<file path="src/rtl/uart_tx_sched.sv">
// uart_tx_sched: programs a UART over APB, then round-robins requester bytes into its TX data register.
// Latency: best case 5 cycles accept-to-accept (ARB 1, FSTAT poll 2, TX write 2) with pready held high.
// Backpressure: FSTAT is re-polled until TX-full clears; requesters wait in ARB and a packet keeps the lock until its last byte.
module uart_tx_sched #(
  parameter int          N_REQ      = 4,
  parameter logic [15:0] ADDR_CSR   = 16'h0000,
  parameter logic [15:0] ADDR_DIV   = 16'h0004,
  parameter logic [15:0] ADDR_FSTAT = 16'h0008,
  parameter logic [15:0] ADDR_TX    = 16'h000c,
  parameter logic [31:0] CSR_INIT   = 32'h0000_0001,
  parameter logic [31:0] DIV_INIT   = 32'h0000_0270,
  parameter int          TXFULL_BIT = 8
) (
  input  logic               clk,
  input  logic               rst,
  input  logic [N_REQ-1:0]   req_valid,
  input  logic [8*N_REQ-1:0] req_data,
  input  logic [N_REQ-1:0]   req_last,
  output logic [N_REQ-1:0]   req_ready,
  output logic               apbm_psel,
  output logic               apbm_penable,
  output logic               apbm_pwrite,
  output logic [15:0]        apbm_paddr,
  output logic [31:0]        apbm_pwdata,
  input  logic [31:0]        apbm_prdata,
  input  logic               apbm_pready,
  input  logic               apbm_pslverr,
  output logic               cfg_done,
  output logic               busy,
  output logic               err
);
  localparam int IW = (N_REQ > 1) ? $clog2(N_REQ) : 1;

  typedef enum logic [2:0] {CFG_DIV, CFG_CSR, ARB, POLL, WRITE} state_t;

  state_t        state_q, state_d;
  logic          psel_q, psel_d, penable_q, penable_d, pwrite_q, pwrite_d;
  logic [15:0]   paddr_q, paddr_d;
  logic [31:0]   pwdata_q, pwdata_d;
  logic          cfg_done_q, cfg_done_d, err_q, err_d;
  logic [IW-1:0] ptr_q, ptr_d, lock_idx_q, lock_idx_d;
  logic          lock_q, lock_d;
  logic [7:0]    hold_dat_q, hold_dat_d;
  logic          hold_last_q, hold_last_d;

  logic          gnt_vld, gnt_last;
  logic [IW-1:0] gnt_idx, cand;
  logic [7:0]    gnt_dat;
  logic          xfer_done;
  logic          start_vld, start_write;
  logic [15:0]   start_addr;
  logic [31:0]   start_data;

  // Only the TX-full flag of FSTAT is meaningful; the remaining read bits are ignored.
  logic unused_prdata;
  assign unused_prdata = ^apbm_prdata;

  assign xfer_done = psel_q & penable_q & apbm_pready;

  // Grant selection: a locked requester is the only candidate, otherwise rotate from the last grant.
  always_comb begin
    gnt_vld  = 1'b0;
    gnt_idx  = '0;
    cand     = '0;
    gnt_dat  = '0;
    gnt_last = 1'b0;
    req_ready = '0;
    if (state_q == ARB) begin
      if (lock_q) begin
        gnt_vld = req_valid[lock_idx_q];
        gnt_idx = lock_idx_q;
      end else begin
        for (int i = 1; i <= N_REQ; i++) begin
          cand = IW'((int'(ptr_q) + i) % N_REQ);
          if (!gnt_vld && req_valid[cand]) begin
            gnt_vld = 1'b1;
            gnt_idx = cand;
          end
        end
      end
    end
    for (int i = 0; i < N_REQ; i++) begin
      if (gnt_idx == IW'(i)) begin
        gnt_dat  = req_data[8*i +: 8];
        gnt_last = req_last[i];
      end
      req_ready[i] = gnt_vld && (gnt_idx == IW'(i));
    end
  end

  // Sequencer: init writes, grant/poll/write loop, and APB SETUP/ACCESS phasing.
  always_comb begin
    state_d     = state_q;
    psel_d      = psel_q;
    penable_d   = penable_q;
    pwrite_d    = pwrite_q;
    paddr_d     = paddr_q;
    pwdata_d    = pwdata_q;
    cfg_done_d  = cfg_done_q;
    err_d       = err_q | (xfer_done & apbm_pslverr);
    ptr_d       = ptr_q;
    lock_d      = lock_q;
    lock_idx_d  = lock_idx_q;
    hold_dat_d  = hold_dat_q;
    hold_last_d = hold_last_q;
    start_vld   = 1'b0;
    start_write = 1'b0;
    start_addr  = paddr_q;
    start_data  = '0;
    case (state_q)
      CFG_DIV: begin
        if (!psel_q) begin
          start_vld   = 1'b1;
          start_write = 1'b1;
          start_addr  = ADDR_DIV;
          start_data  = DIV_INIT;
        end else if (xfer_done) begin
          state_d     = CFG_CSR;
          start_vld   = 1'b1;
          start_write = 1'b1;
          start_addr  = ADDR_CSR;
          start_data  = CSR_INIT;
        end
      end
      CFG_CSR: begin
        if (xfer_done) begin
          state_d    = ARB;
          cfg_done_d = 1'b1;
        end
      end
      ARB: begin
        if (gnt_vld) begin
          hold_dat_d  = gnt_dat;
          hold_last_d = gnt_last;
          ptr_d       = gnt_idx;
          state_d     = POLL;
          start_vld   = 1'b1;
          start_addr  = ADDR_FSTAT;
        end
      end
      POLL: begin
        if (xfer_done) begin
          start_vld = 1'b1;
          if (apbm_prdata[TXFULL_BIT]) begin
            start_addr = ADDR_FSTAT;
          end else begin
            state_d     = WRITE;
            start_write = 1'b1;
            start_addr  = ADDR_TX;
            start_data  = {24'h0, hold_dat_q};
          end
        end
      end
      WRITE: begin
        if (xfer_done) begin
          state_d    = ARB;
          lock_d     = ~hold_last_q;
          lock_idx_d = ptr_q;
        end
      end
      default: state_d = CFG_DIV;
    endcase
    // A new transfer always opens with SETUP, even straight after a completion.
    if (start_vld) begin
      psel_d    = 1'b1;
      penable_d = 1'b0;
      pwrite_d  = start_write;
      paddr_d   = start_addr;
      pwdata_d  = start_data;
    end else if (psel_q && !penable_q) begin
      penable_d = 1'b1;
    end else if (xfer_done) begin
      psel_d    = 1'b0;
      penable_d = 1'b0;
    end
  end

  // State and registered outputs; reset abandons any transfer in flight.
  always_ff @(posedge clk) begin
    if (rst) begin
      state_q     <= CFG_DIV;
      psel_q      <= 1'b0;
      penable_q   <= 1'b0;
      pwrite_q    <= 1'b0;
      paddr_q     <= '0;
      pwdata_q    <= '0;
      cfg_done_q  <= 1'b0;
      err_q       <= 1'b0;
      ptr_q       <= IW'(N_REQ - 1);
      lock_q      <= 1'b0;
      lock_idx_q  <= '0;
      hold_dat_q  <= '0;
      hold_last_q <= 1'b0;
    end else begin
      state_q     <= state_d;
      psel_q      <= psel_d;
      penable_q   <= penable_d;
      pwrite_q    <= pwrite_d;
      paddr_q     <= paddr_d;
      pwdata_q    <= pwdata_d;
      cfg_done_q  <= cfg_done_d;
      err_q       <= err_d;
      ptr_q       <= ptr_d;
      lock_q      <= lock_d;
      lock_idx_q  <= lock_idx_d;
      hold_dat_q  <= hold_dat_d;
      hold_last_q <= hold_last_d;
    end
  end

  assign apbm_psel    = psel_q;
  assign apbm_penable = penable_q;
  assign apbm_pwrite  = pwrite_q;
  assign apbm_paddr   = paddr_q;
  assign apbm_pwdata  = pwdata_q;
  assign cfg_done     = cfg_done_q;
  assign err          = err_q;
  assign busy         = !((state_q == ARB) && !gnt_vld);

endmodule

</file>
<file path="config.mk">
export PLATFORM = sky130hd
export DESIGN_NAME = uart_tx_sched
export DESIGN_NICKNAME = d
export VERILOG_FILES = /design/src/rtl/uart_tx_sched.sv
export SDC_FILE = /design/constraint.sdc
export NUM_CORES = 1
export LEC_CHECK = 0
export CORE_ASPECT_RATIO = 0.5
export CORE_MARGIN = 10
export CORE_UTILIZATION = 42
export CTS_BUF_LIST = sky130_fd_sc_hd__clkbuf_4
export CTS_CLUSTER_DIAMETER = 150
export CTS_CLUSTER_SIZE = 20
export DETAILED_ROUTE_END_ITERATION = 10
export PLACE_DENSITY = 0.89
export SYNTH_ARGS = -nofsm -noshare
export SYNTH_HDL_FRONTEND = slang
export SYNTH_SLANG_ARGS = --single-unit
</file>
<file path="constraint.sdc">
create_clock -name clk -period 5.03 [get_ports clk]
set_input_delay 0.503 -clock clk [delete_from_list [all_inputs] [get_ports clk]]
set_output_delay 0.503 -clock clk [all_outputs]
set_load 0.1 [all_outputs]
</file>
==> out/metrics.yaml <==
drt:
  dr.pass1.iters: 5
  drt.antenna.violating_nets: 0
  routed_via_density: 5.34
  vias: 2078
  initialDrtViolationCount: 167
  drt_wl_total_um: 6230
  wire_per_inst_um: 16.0
  drcViolationCount: 0
placed_design:
  place_ws_ps: 920
  routabilityCongestion: 0.848
  hpwlAfterDp_um: 5010
  place_inst: 383
  numPortBuffers: 65
timing:
  finClkSkew_ps: 9.22
  slew_violations: 0
  rsz0062_at_grt: "false"
  maxSlewHeadroom_pct: 26.6
  setup_viol: 0
  min_period_over_period_pct: 82.1
  finalWorstSetupSlack_ps: 899
  tns_ps: 0
  finalCriticalPeriod_ps: 4130
  worst_pin_slew_ps: 1090
  max_freq_mhz: 242
  finalHoldViolCount: 0
setup_path:
  crit_type: "input pin to output pin"
  crit_buf_inv: 2
  crit_chain: "clkdlybuf4s50_1 > a21boi_0 > o21ai_1 > o311ai_4 > nand2_1 > nand2_1 > nor2_1 > clkdlybuf4s50_1"
  critPathArrivalTime_ps: 3630
  cpMaxStageDelayCell: "clkdlybuf4s50_1"
  regToRegSetupSlack_ps: 2580
  cp_max_fo: 14
  startpoint_type: "input pin"
  crit_path_max_incr_delay_ps: 1000
  crit_family: "buffers and inverters"
  cp.required_ps: 4530
  critPathCaptureType: "output pin"
final_layout:
  fill_cells: 458
  post_route_cells_drive_above_1_share_pct: 8.15
  final-instance-count-excl-fill: 389
  final_cell_mix: "62 x clkdlybuf4s50_1, 37 x nor2_1, 37 x conb_1"
  finalNetCount: 396
  areaGrowthSynthToFinish_pct: 25.2
  n_antenna_cell: 0
  layout_commonest_cell: "clkdlybuf4s50_1"
synth:
  synthArstFlopShare_pct: 0
  synthCells: 263
  ys_ff_latch: 33
  ys_top_cells_by_area: "dfxtp_1 30%, buf_4 13%, nor2_1 6.3%, mux2i_1 4.1%, nand3b_1 3.1%"
  synth-edff-count: 0
  syn_area_um2: 2200
  yosysUniqueCellTypes: 57
  ys.warnings.count: 0
  synth_ff_type: "dfxtp_1"
  seq_area_frac_synth_pct: 30.0
  synth_area_leader_cell: "dfxtp_1"
  yosys.area.top_type_share_pct: 30.0
  avgSynthCellArea_um2: 8.37
clock_tree:
  worst_skew_pair.late_latency_ps: 330
  post-cts-setup-buffers: 0
  root_buffer: "clkbuf_4"
  cts-resized-gates: 0
  clock-sinks: 33
  clockBufferDepth: 2
  h-tree-depth: 2
  clk_pin_slew_ps: 90
  numCtsBuffers: 5
  postCtsHoldBufs: 0
  cts_tree: "built"
global_routing:
  grt_max_degree: 41
  grt_pass1_wl_um: 9650
  track_usage_pct: 13.5
  overflow: 0
  grt_pass1_vias: 2018
  antenna_found_initial: 0
floorplan:
  die-area_um2: 8710
  core_um2: 5000
  dieHeight_um: 71.2
  initial_core_util_pct: 44.0
  rows: 18
  io_pins: 134
  fp.dieW_um: 122
status:
  status: "completed"
power:
  max-vdd-ir-drop_mv: 0.155
  power_leakage_nw: 1.06
  powerDensity_nw_per_um2: 243
job:
  drv_cap: 0
min_path:
  hold_class: "register to register"
## sequential cells by signal (all words and copies together) (netlist names)
signal,flops
apbm_penable,1
lock_idx_q,2
lock_q,1
hold_dat_q,8
apbm_psel,1
state_q,3
ptr_q,2
apbm_paddr,2
hold_last_q,1
cfg_done,1
apbm_pwrite,1
apbm_pwdata,9
err,1
## path summary, 6_finish.rpt
path,start,end,cells after the start
worst max register to register,state_q[1],hold_dat_q[4],5
worst min register to register,apbm_paddr[3],apbm_paddr[3],2
worst min-delay path,apbm_paddr[3],apbm_paddr[3],2
worst max-delay path,req_valid[3],req_ready[1],8
## power breakdown
part / leakage (nW) / switching [mW] / internal (mW)
sequential: 0.268 / 0.00527 / 0.268
combinational: 0.762 / 0.206 / 0.0584
clock: 0.0269 / 0.0836 / 0.0484
## metal layers
layer	routed length [um]	track usage, %	share of wire [%]
met5	0	0	0
met4	140	5.58	2.2
met3	594	4.28	9.5
met2	3090	24.0	50
met1	2410	14.7	39
## metrics by stage
step	power (mW)	hold slack [ps]	util, %	cell area, um2
2_1_floorplan	0.506	467	-	2340
3_3_place_gp	0.538	449	54.3	2710
3_5_place_dp	0.542	456	54.3	2710
4_1_cts	0.670	481	55.1	2760
5_1_grt	0.694	502	55.1	2760
6_report	0.670	476	55.1	2760
## cell usage after synthesis, types with 5 or more instances
| master | count |
|---|---|
| a21boi_0 | 5 |
| a21oi_1 | 11 |
| a221oi_1 | 5 |
| and3_1 | 7 |
| buf_4 | 39 |
| clkbuf_1 | 7 |
| dfxtp_1 | 33 |
| inv_1 | 7 |
| mux2i_1 | 9 |
| nand2_1 | 11 |
| nand3b_1 | 9 |
| nor2_1 | 37 |
| nor3_1 | 5 |
| o211ai_1 | 5 |
| o221ai_1 | 6 |
## layout make-up
type | count | area, um2 | share of cell area (%)
Clock buffer | 5 | 37.5 | 1.36
Clock inverter | 1 | 5.00 | 0.182
Inverter | 9 | 33.8 | 1.23
Multi-Input combinational cell | 205 | 1280 | 46.5
Sequential cell | 33 | 661 | 24.0
Tap cell | 70 | 87.6 | 3.18
Timing Repair Buffer | 66 | 651 | 23.6
## tightest hold or removal path: cells and delay by family (launching register included)
family / cells / cell delay, ps
flip-flops: 1 / 320
AO/OA/AOI/OAI: 1 / 60
buffers and inverters: 1 / 50
## cells by family after synthesis
family          after synthesis  synth area share (%)
buf+inv                      61                  18.0
compound gates               69                  25.2
simple gates                 89                  21.5
mux                          10                  5.12
flops                        33                  30.0
other cells                   1                 0.170
Note: power is estimated with default switching activity, not from simulation.
